**config.mk**
```make
export PLATFORM = sky130hd
export DESIGN_NAME = alu_pipe
export DESIGN_NICKNAME = d
export VERILOG_FILES = /design/src/rtl/alu_pipe.sv
export SDC_FILE = /design/constraint.sdc
export NUM_CORES = 1
export LEC_CHECK = 0
export CORE_ASPECT_RATIO = 1.1
export CORE_UTILIZATION = 67
export CTS_BUF_LIST = sky130_fd_sc_hd__clkbuf_2
export CTS_CLUSTER_DIAMETER = 80
export DETAILED_ROUTE_END_ITERATION = 12
export DONT_BUFFER_PORTS = 1
export PLACE_DENSITY = 0.79
export SLEW_MARGIN = 5
export SYNTH_ARGS = -nofsm -noshare
export SYNTH_HDL_FRONTEND = slang
export SYNTH_SLANG_ARGS = --single-unit
export TNS_END_PERCENT = 50
```
**constraint.sdc**
```tcl
create_clock -name i_clk -period 3.39 [get_ports i_clk]
set_clock_uncertainty 0.05 [all_clocks]
set_input_delay 0.339 -clock i_clk [delete_from_list [all_inputs] [get_ports i_clk]]
set_output_delay 0.339 -clock i_clk [all_outputs]
set_load 0.02 [all_outputs]
```
**src/rtl/alu_pipe.sv**
```systemverilog
// Two-stage ALU pipeline with valid/ready handshake on both sides.
// Stage 1 registers the operands; stage 2 computes and registers result and flags.
module alu_pipe #(
    parameter int NB_DATA = 8,
    parameter int NB_OP   = 6
) (
    input  logic               i_clk,
    input  logic               i_reset,
    input  logic               i_valid,
    output logic               o_ready,
    input  logic [NB_DATA-1:0] i_data_a,
    input  logic [NB_DATA-1:0] i_data_b,
    input  logic [NB_OP-1:0]   i_op,
    output logic               o_valid,
    input  logic               i_ready,
    output logic [NB_DATA-1:0] o_result,
    output logic               o_zero,
    output logic               o_negative,
    output logic               o_carry,
    output logic               o_overflow,
    output logic               o_err
);

    localparam int MSB = NB_DATA - 1;

    localparam logic [NB_OP-1:0] OP_ADD  = NB_OP'(6'b100000);
    localparam logic [NB_OP-1:0] OP_SUB  = NB_OP'(6'b100010);
    localparam logic [NB_OP-1:0] OP_AND  = NB_OP'(6'b100100);
    localparam logic [NB_OP-1:0] OP_OR   = NB_OP'(6'b100101);
    localparam logic [NB_OP-1:0] OP_XOR  = NB_OP'(6'b100110);
    localparam logic [NB_OP-1:0] OP_NOR  = NB_OP'(6'b100111);
    localparam logic [NB_OP-1:0] OP_SRL  = NB_OP'(6'b000010);
    localparam logic [NB_OP-1:0] OP_SRA  = NB_OP'(6'b000011);
    localparam logic [NB_OP-1:0] OP_SLL  = NB_OP'(6'b000000);
    localparam logic [NB_OP-1:0] OP_SLT  = NB_OP'(6'b101010);
    localparam logic [NB_OP-1:0] OP_SLTU = NB_OP'(6'b101011);

    logic               s1_valid_reg, s1_valid_next;
    logic [NB_DATA-1:0] s1_a_reg, s1_b_reg;
    logic [NB_OP-1:0]   s1_op_reg;

    logic               out_valid_reg;
    logic [NB_DATA-1:0] result_reg, result_next;
    logic               zero_reg, zero_next;
    logic               neg_reg, neg_next;
    logic               carry_reg, carry_next;
    logic               ovf_reg, ovf_next;
    logic               err_reg, err_next;

    logic s2_ready;
    logic up_xfer;

    // Ready depends only on registered valids, never on i_valid.
    assign s2_ready = !out_valid_reg || i_ready;
    assign o_ready  = !s1_valid_reg || s2_ready;
    assign up_xfer  = i_valid && o_ready;

    always_comb begin
        s1_valid_next = s1_valid_reg;
        if (up_xfer)
            s1_valid_next = 1'b1;
        else if (s2_ready)
            s1_valid_next = 1'b0;
    end

    always_ff @(posedge i_clk or posedge i_reset) begin
        if (i_reset) begin
            s1_valid_reg <= 1'b0;
            s1_a_reg     <= '0;
            s1_b_reg     <= '0;
            s1_op_reg    <= '0;
        end else begin
            s1_valid_reg <= s1_valid_next;
            if (up_xfer) begin
                s1_a_reg  <= i_data_a;
                s1_b_reg  <= i_data_b;
                s1_op_reg <= i_op;
            end
        end
    end

    logic [NB_DATA:0]   add_full, sub_full;
    logic [NB_DATA-1:0] and_bits, or_bits, xor_bits, nor_bits;
    logic [NB_DATA-1:0] srl_val, sra_val, sll_val;
    logic               slt_bit, sltu_bit;

    assign add_full = {1'b0, s1_a_reg} + {1'b0, s1_b_reg};
    assign sub_full = {1'b0, s1_a_reg} - {1'b0, s1_b_reg};

    generate
        for (genvar gi = 0; gi < NB_DATA; gi++) begin : g_logic
            assign and_bits[gi] = s1_a_reg[gi] & s1_b_reg[gi];
            assign or_bits[gi]  = s1_a_reg[gi] | s1_b_reg[gi];
            assign xor_bits[gi] = s1_a_reg[gi] ^ s1_b_reg[gi];
            assign nor_bits[gi] = ~(s1_a_reg[gi] | s1_b_reg[gi]);
        end
    endgenerate

    // The whole of B is the shift amount; amounts >= NB_DATA shift everything out
    // (zero fill, or sign fill for the arithmetic shift).
    assign srl_val  = s1_a_reg >> s1_b_reg;
    assign sll_val  = s1_a_reg << s1_b_reg;
    assign sra_val  = $signed(s1_a_reg) >>> s1_b_reg;
    assign slt_bit  = $signed(s1_a_reg) < $signed(s1_b_reg);
    assign sltu_bit = s1_a_reg < s1_b_reg;

    always_comb begin
        result_next = '0;
        carry_next  = 1'b0;
        ovf_next    = 1'b0;
        err_next    = 1'b0;
        case (s1_op_reg)
            OP_ADD: begin
                result_next = add_full[MSB:0];
                carry_next  = add_full[NB_DATA];
                ovf_next    = (s1_a_reg[MSB] == s1_b_reg[MSB]) && (add_full[MSB] != s1_a_reg[MSB]);
            end
            OP_SUB: begin
                result_next = sub_full[MSB:0];
                carry_next  = sub_full[NB_DATA];
                ovf_next    = (s1_a_reg[MSB] != s1_b_reg[MSB]) && (sub_full[MSB] != s1_a_reg[MSB]);
            end
            OP_AND:  result_next = and_bits;
            OP_OR:   result_next = or_bits;
            OP_XOR:  result_next = xor_bits;
            OP_NOR:  result_next = nor_bits;
            OP_SRL:  result_next = srl_val;
            OP_SRA:  result_next = sra_val;
            OP_SLL:  result_next = sll_val;
            OP_SLT:  result_next = {{(NB_DATA-1){1'b0}}, slt_bit};
            OP_SLTU: result_next = {{(NB_DATA-1){1'b0}}, sltu_bit};
            default: err_next = 1'b1;
        endcase
        zero_next = (result_next == '0);
        neg_next  = result_next[MSB];
    end

    // Output stage only moves when downstream can take it, so a stalled result holds.
    always_ff @(posedge i_clk or posedge i_reset) begin
        if (i_reset) begin
            out_valid_reg <= 1'b0;
            result_reg    <= '0;
            zero_reg      <= 1'b0;
            neg_reg       <= 1'b0;
            carry_reg     <= 1'b0;
            ovf_reg       <= 1'b0;
            err_reg       <= 1'b0;
        end else if (s2_ready) begin
            out_valid_reg <= s1_valid_reg;
            if (s1_valid_reg) begin
                result_reg <= result_next;
                zero_reg   <= zero_next;
                neg_reg    <= neg_next;
                carry_reg  <= carry_next;
                ovf_reg    <= ovf_next;
                err_reg    <= err_next;
            end
        end
    end

    assign o_valid    = out_valid_reg;
    assign o_result   = result_reg;
    assign o_zero     = zero_reg;
    assign o_negative = neg_reg;
    assign o_carry    = carry_reg;
    assign o_overflow = ovf_reg;
    assign o_err      = err_reg;

endmodule

```
* Word-level counts from Yosys, hierarchy flattened
Cells that the tools add are included.
** Word-level totals
- Bits in registers :: 37
- Output and inout port bits :: 15
- Logic and storage cells :: 82
** Operators by class
- Add/subtract/negate cells :: 2
- Order comparisons :: 2
- Eq/ne operators :: 14
- Shift-type cells :: 3
- Mux-type cells :: 6
- Bitwise gates (word level) :: 32
- Reduce and logical (&&, ||, !) cells :: 12
** Operators with widths (number)
- 8-bit case mux with 11 select lines :: 1
- 6-bit equality test (second input constant) :: 8
- 8-bit < comparator :: 2
- 6-bit by 2-bit equality test with 1-bit output (second input constant) :: 2
- 11-bit OR reduction :: 1
- 8-bit by 8-bit adder with 9-bit output :: 1
- 8-bit by 8-bit subtractor with 9-bit output :: 1
- 1-bit AND :: 8
- 8-bit logical NOT :: 1
- 1-bit inverter :: 8
- 1-bit OR :: 8
- 8-bit by 8-bit << shifter with 8-bit output :: 1
- 8-bit by 8-bit right shift with 8-bit output :: 1
- 8-bit by 8-bit >>> shifter with 8-bit output :: 1
- 1-bit bitwise XOR :: 8
- 6-bit logical NOT :: 1
- 1-bit case mux with 2 select lines :: 2
- 1-bit logical AND :: 3
- 1-bit 2-to-1 mux :: 3
- 1-bit != test :: 3
- 1-bit logical NOT :: 2
- 1-bit logical OR :: 2
- 2-bit AND reduction :: 1
- 2-bit nonzero test :: 1
- 1-bit equality test :: 1

* Longest topological paths before layout
Gate-level depths: netlist of run 1.
- Word-level depth :: 5
- Depth in mapped cells :: 12

* Least setup slack after synthesis of run 1
Ideal clock, no wire load.
- Path kind :: reg-to-reg
- Start point :: reg s1_b_reg[1]
- End point :: reg zero_reg, in the netlist o_zero
- Setup time :: 0.067 ns
- Arrival :: 2.513 ns
- Required time :: 3.273 ns
- Slack :: 0.760 ns
- Cell stages (with the launch flop) :: 12
- Path buffers :: 1
- Period minus slack after synthesis :: 2.630 ns
- Path through :: dfrtp_1 buf_2 inv_1 ha_1 a21o_1 a21oi_1 o21ai_1 a31o_2 nor2b_1 o32a_1 nor3_1 a32o_1
** Between the ends
- Longest elaborated chain between the ends :: 4
- Elaborated cells between the ends (all ways) :: 13
- Classes of those cells :: 2 x add/sub; 2 x order compare; 3 x shift; 1 x mux; 4 x bitwise; 1 x reduce/logical
** Ends and longest elaborated chain
- from (decl) :: RTL line 39 : logic [NB_DATA-1:0] s1_a_reg, s1_b_reg;
- from (signal assigned) :: RTL line 76 : s1_b_reg <= i_data_b;
- parallel branches: the longest is 2 deep, another holds 8-bit by 8-bit subtractor with 9-bit output
- 8-bit case mux with 11 select lines (*) :: RTL line 112 : case (s1_op_reg)
- 8-bit logical NOT (*) :: RTL line 134 : zero_next = (result_next == '0);
- to (signal assigned) :: RTL line 152 : zero_reg <= zero_next;
- to (decl) :: RTL line 44 : logic zero_reg, zero_next;
Mark *: on every way between the ends.
A chain may end at the register's enable or synchronous reset.

* Final worst setup path of run 1
- Start point :: reg s1_a_reg[1]
- End point :: reg zero_reg, in the netlist o_zero
** Between the ends
- Longest elaborated chain between the ends :: 4
- Elaborated cells between the ends (all ways) :: 13
- Classes of those cells :: 2 x add/sub; 2 x order compare; 3 x shift; 1 x mux; 4 x bitwise; 1 x reduce/logical
** Ends and longest elaborated chain
- from (decl) :: RTL line 39
- from (signal assigned) :: RTL line 75 : s1_a_reg <= i_data_a;
- parallel branches: the longest is 2 deep, another holds 8-bit by 8-bit subtractor with 9-bit output
- 8-bit case mux with 11 select lines (*) :: RTL line 112
- 8-bit logical NOT (*) :: RTL line 134
Marked as above.

==> results.cfg, run 1 <==
[clock_tree]
clk_pin_slew_ps = 200
cts_tree = done
cts_made_buffers = 5
cts_num_sinks = 36
cts-root-buf = clkbuf_2
post_cts_buffers = 0
clock_latency_ps = 400
ctsLongestPathBuffers = 2
cts_max_level = 2

[worst_setup_path]
r2r-end = o_zero
cp_max_fo = 9
arrival_ps = 3330
cp_cell_sequence = inv_1, ha_1, a21o_1, a21oi_1, o21ai_1, a31o_2, nor2b_1, o32a_1, nor3_1, a32o_1
crit_slowest_cell = dfrtp_1
crit_type = reg2reg
worstReg2RegStart = s1_a_reg[1]
r2r_slack_ps = 350
rr_worst_depth = 10
cp.required_ps = 3680
cp-start-kind = flop
critPathMaxStageDelay_ps = 570
crit_path_end_kind = flop

[detailed_routing]
first_pass_iters = 9
drc = 1
viasPerCell = 7.040
vias = 3344
wl_met1_um = 4058
top_layer_used = met4
met2WireLength_um = 4616
wl_met3_um = 1098
drtIter0Drc = 316
wirelength_um = 10140
ant_nets = 0
wl_per_cell_um = 21.35

[flow_run]
maxCapViolCount = 0

[grt]
grt_pass1_wl_um = 15800
antenna_found_initial = 0
grt_start_max_net_pins = 37
grt_overflow_total = 0
grt_usage_pct = 37.75
grt_pass1_vias = 3029

[synth]
yosys.area.top_type = dfrtp_1
synth_async_sr_flop_share_pct = 100.0
yosys_warnings = 0
ys_types = 69
synth-edff-count = 0
ys_seq_area_share_pct = 25.39
netlist.area_leader.share_pct = 25.39
syn_avg_cell_area_um2 = 8.489
synthesis.nets = 470
synth_area_leaders = dfrtp_1 25%, mux2_2 8.9%, ha_1 8.5%
synth_area_um2 = 3548
ys.flop_type = dfrtp_1
synth-seq-cells = 36
synth_cells = 418

[sta]
holdWs_ps = 21.73
slew-limit-headroom_pct = 42.07
fin_crit_sh_pct = 89.59
timing.final.max_slew_violations = 0
timing.setup.tns_ps = 0
post-route-min-period_ps = 3037
tightest_slew_ps = 866.9
finalHoldViolations = 0
grt_setup_unrepaired = no
setup_viol = 0
fmax_mhz = 329.3

[die]
die_w_um = 71.39
die_area_um2 = 5591
chipHeight_um = 78.33
placementRows = 27
start_util_pct = 70.02
ioPinCount = 41
core_um2 = 5067

[outcome]
violations = DRC
status = finished with violations

[power_and_ir_drop]
power.leakage_nw = 1.574
power_density_nw_per_um2 = 465.8
peakVddDrop_mv = 0.3427

[worst_hold_path]
hp-start = i_data_a[6]
hold_class = in2reg
hold_end = s1_a_reg[6]
whs_path_depth = 1

[layout]
area_delta_synth_final_pct = 5.360
n_antenna_cell = 0
finalNetCount = 468
final_cell_mix = 40 x nand2_1, 36 x dfrtp_1, 28 x mux2_2, 28 x nor2_1, 27 x inv_1
layout_commonest_cell = nand2_1
layout-drive-gt1-share_pct = 16.55

[placed_design]
portBuffers = 0
place_hpwl_um = 7569
gp_congestion = 1.003
[through the flow]
| step | cells | worst slack, ps | cell area [um2] | util, % | total power, W |
|---|---|---|---|---|---|
| final | 475 | 352.9 | 3739 | 73.78 | 0.001741 |
| after global placement | 458 | 512.7 | 3605 | 71.14 | 0.001482 |
| after floorplan | 418 | 759.6 | 3548 | - | 0.001290 |
| after detailed placement | 458 | 454.6 | 3605 | 71.14 | 0.001501 |
| after global routing | 475 | 217.6 | 3739 | 73.78 | 0.001847 |
| after CTS | 469 | 393.7 | 3679 | 72.59 | 0.001713 |
[critical path: cells and delay by family (launching register included)]
family / cells / cell delay [ps]
AOI/OAI and AO/OA: 6 / 1420
DFF: 1 / 570
adders and majority gates: 1 / 360
and+or+nand+nor: 2 / 380
buffers and inverters: 1 / 210
[kinds of logic (layout without fill, tap and decap cells)]
family | Yosys count | count (layout) | synth area share (%)
simple gates | 132 | 132 | 18.83
compound gates | 106 | 106 | 20.56
buf+inv | 63 | 62 | 6.911
mux | 48 | 48 | 17.00
flops | 36 | 36 | 25.39
fa+ha+maj | 26 | 26 | 9.591
xor+xnor | 7 | 7 | 1.728
[cell usage after synthesis (4+ instances only)]
| master | instances |
|---|---|
| a21oi_1 | 20 |
| ha_1 | 24 |
| clkbuf_1 | 23 |
| nor2b_1 | 4 |
| nor2_1 | 28 |
| o211ai_1 | 6 |
| mux2i_1 | 13 |
| a211oi_1 | 10 |
| o21ai_0 | 25 |
| nand2_1 | 40 |
| nand3_1 | 10 |
| xnor2_1 | 5 |
| a32oi_1 | 5 |
| inv_1 | 27 |
| buf_1 | 6 |
| mux4_2 | 7 |
| o31ai_1 | 4 |
| mux2_2 | 28 |
| nor4_1 | 4 |
| nand2b_1 | 9 |
| dfrtp_1 | 36 |
| o22ai_1 | 4 |
| buf_2 | 4 |
| nor3_1 | 11 |
| or4_1 | 4 |
[per-layer routing]
layer	up-vias	GRT usage, %
met2	212	58.67
met3	37	8.087
li1	1522	-
met4	0	12.80
met1	1573	52.31
met5	-	0
[what timing repair did]
item | 4_1_cts | 5_1_grt
endpoints found under the hold margin | 38 | 6
hold buffers | 3 | 6
gates resized for setup | 0 | 0
[worst max-delay path by stage]
stage / to / slack (ps) / startpoint / cells past startpoint
final: o_zero / 350 / s1_a_reg[1] / 10
after global routing: o_zero / 220 / s1_a_reg[1] / 10
after CTS: o_zero / 390 / s1_a_reg[1] / 10
after detailed placement: o_zero / 450 / s1_a_reg[1] / 10
after global placement: o_zero / 510 / s1_a_reg[1] / 10
after floorplan: o_zero / 760 / s1_b_reg[1] / 11
[power breakdown]
group	leakage [nW]	switching [W]	internal (W)	total [W]
combinational	1.11	0.000495	0.000373	0.000868
sequential	0.435	0.000159	0.000499	0.000659
clock	0.0332	0.000155	0.0000589	0.000214
[final cells by class]
class | count | area, um2
Tap cell | 58 | 72.57
Fill cell | 403 | 1329
Timing Repair Buffer | 25 | 210.2
Clock buffer | 7 | 35.03
Inverter | 29 | 108.9
Sequential cell | 36 | 900.9
Multi-Input combinational cell | 319 | 2402
Clock inverter | 1 | 8.758
Power figures use the tool's default switching activity.
==> inputs of run 2 (changes only) <==
--- a/config.mk
+++ b/config.mk
@@ -12,7 +12,6 @@
 export DETAILED_ROUTE_END_ITERATION = 12
 export DONT_BUFFER_PORTS = 1
 export PLACE_DENSITY = 0.79
-export SLEW_MARGIN = 5
 export SYNTH_ARGS = -nofsm -noshare
 export SYNTH_HDL_FRONTEND = slang
 export SYNTH_SLANG_ARGS = --single-unit
==> results of run 2 <==
The final DEF is identical to that of run 1; final timing and power are the same.
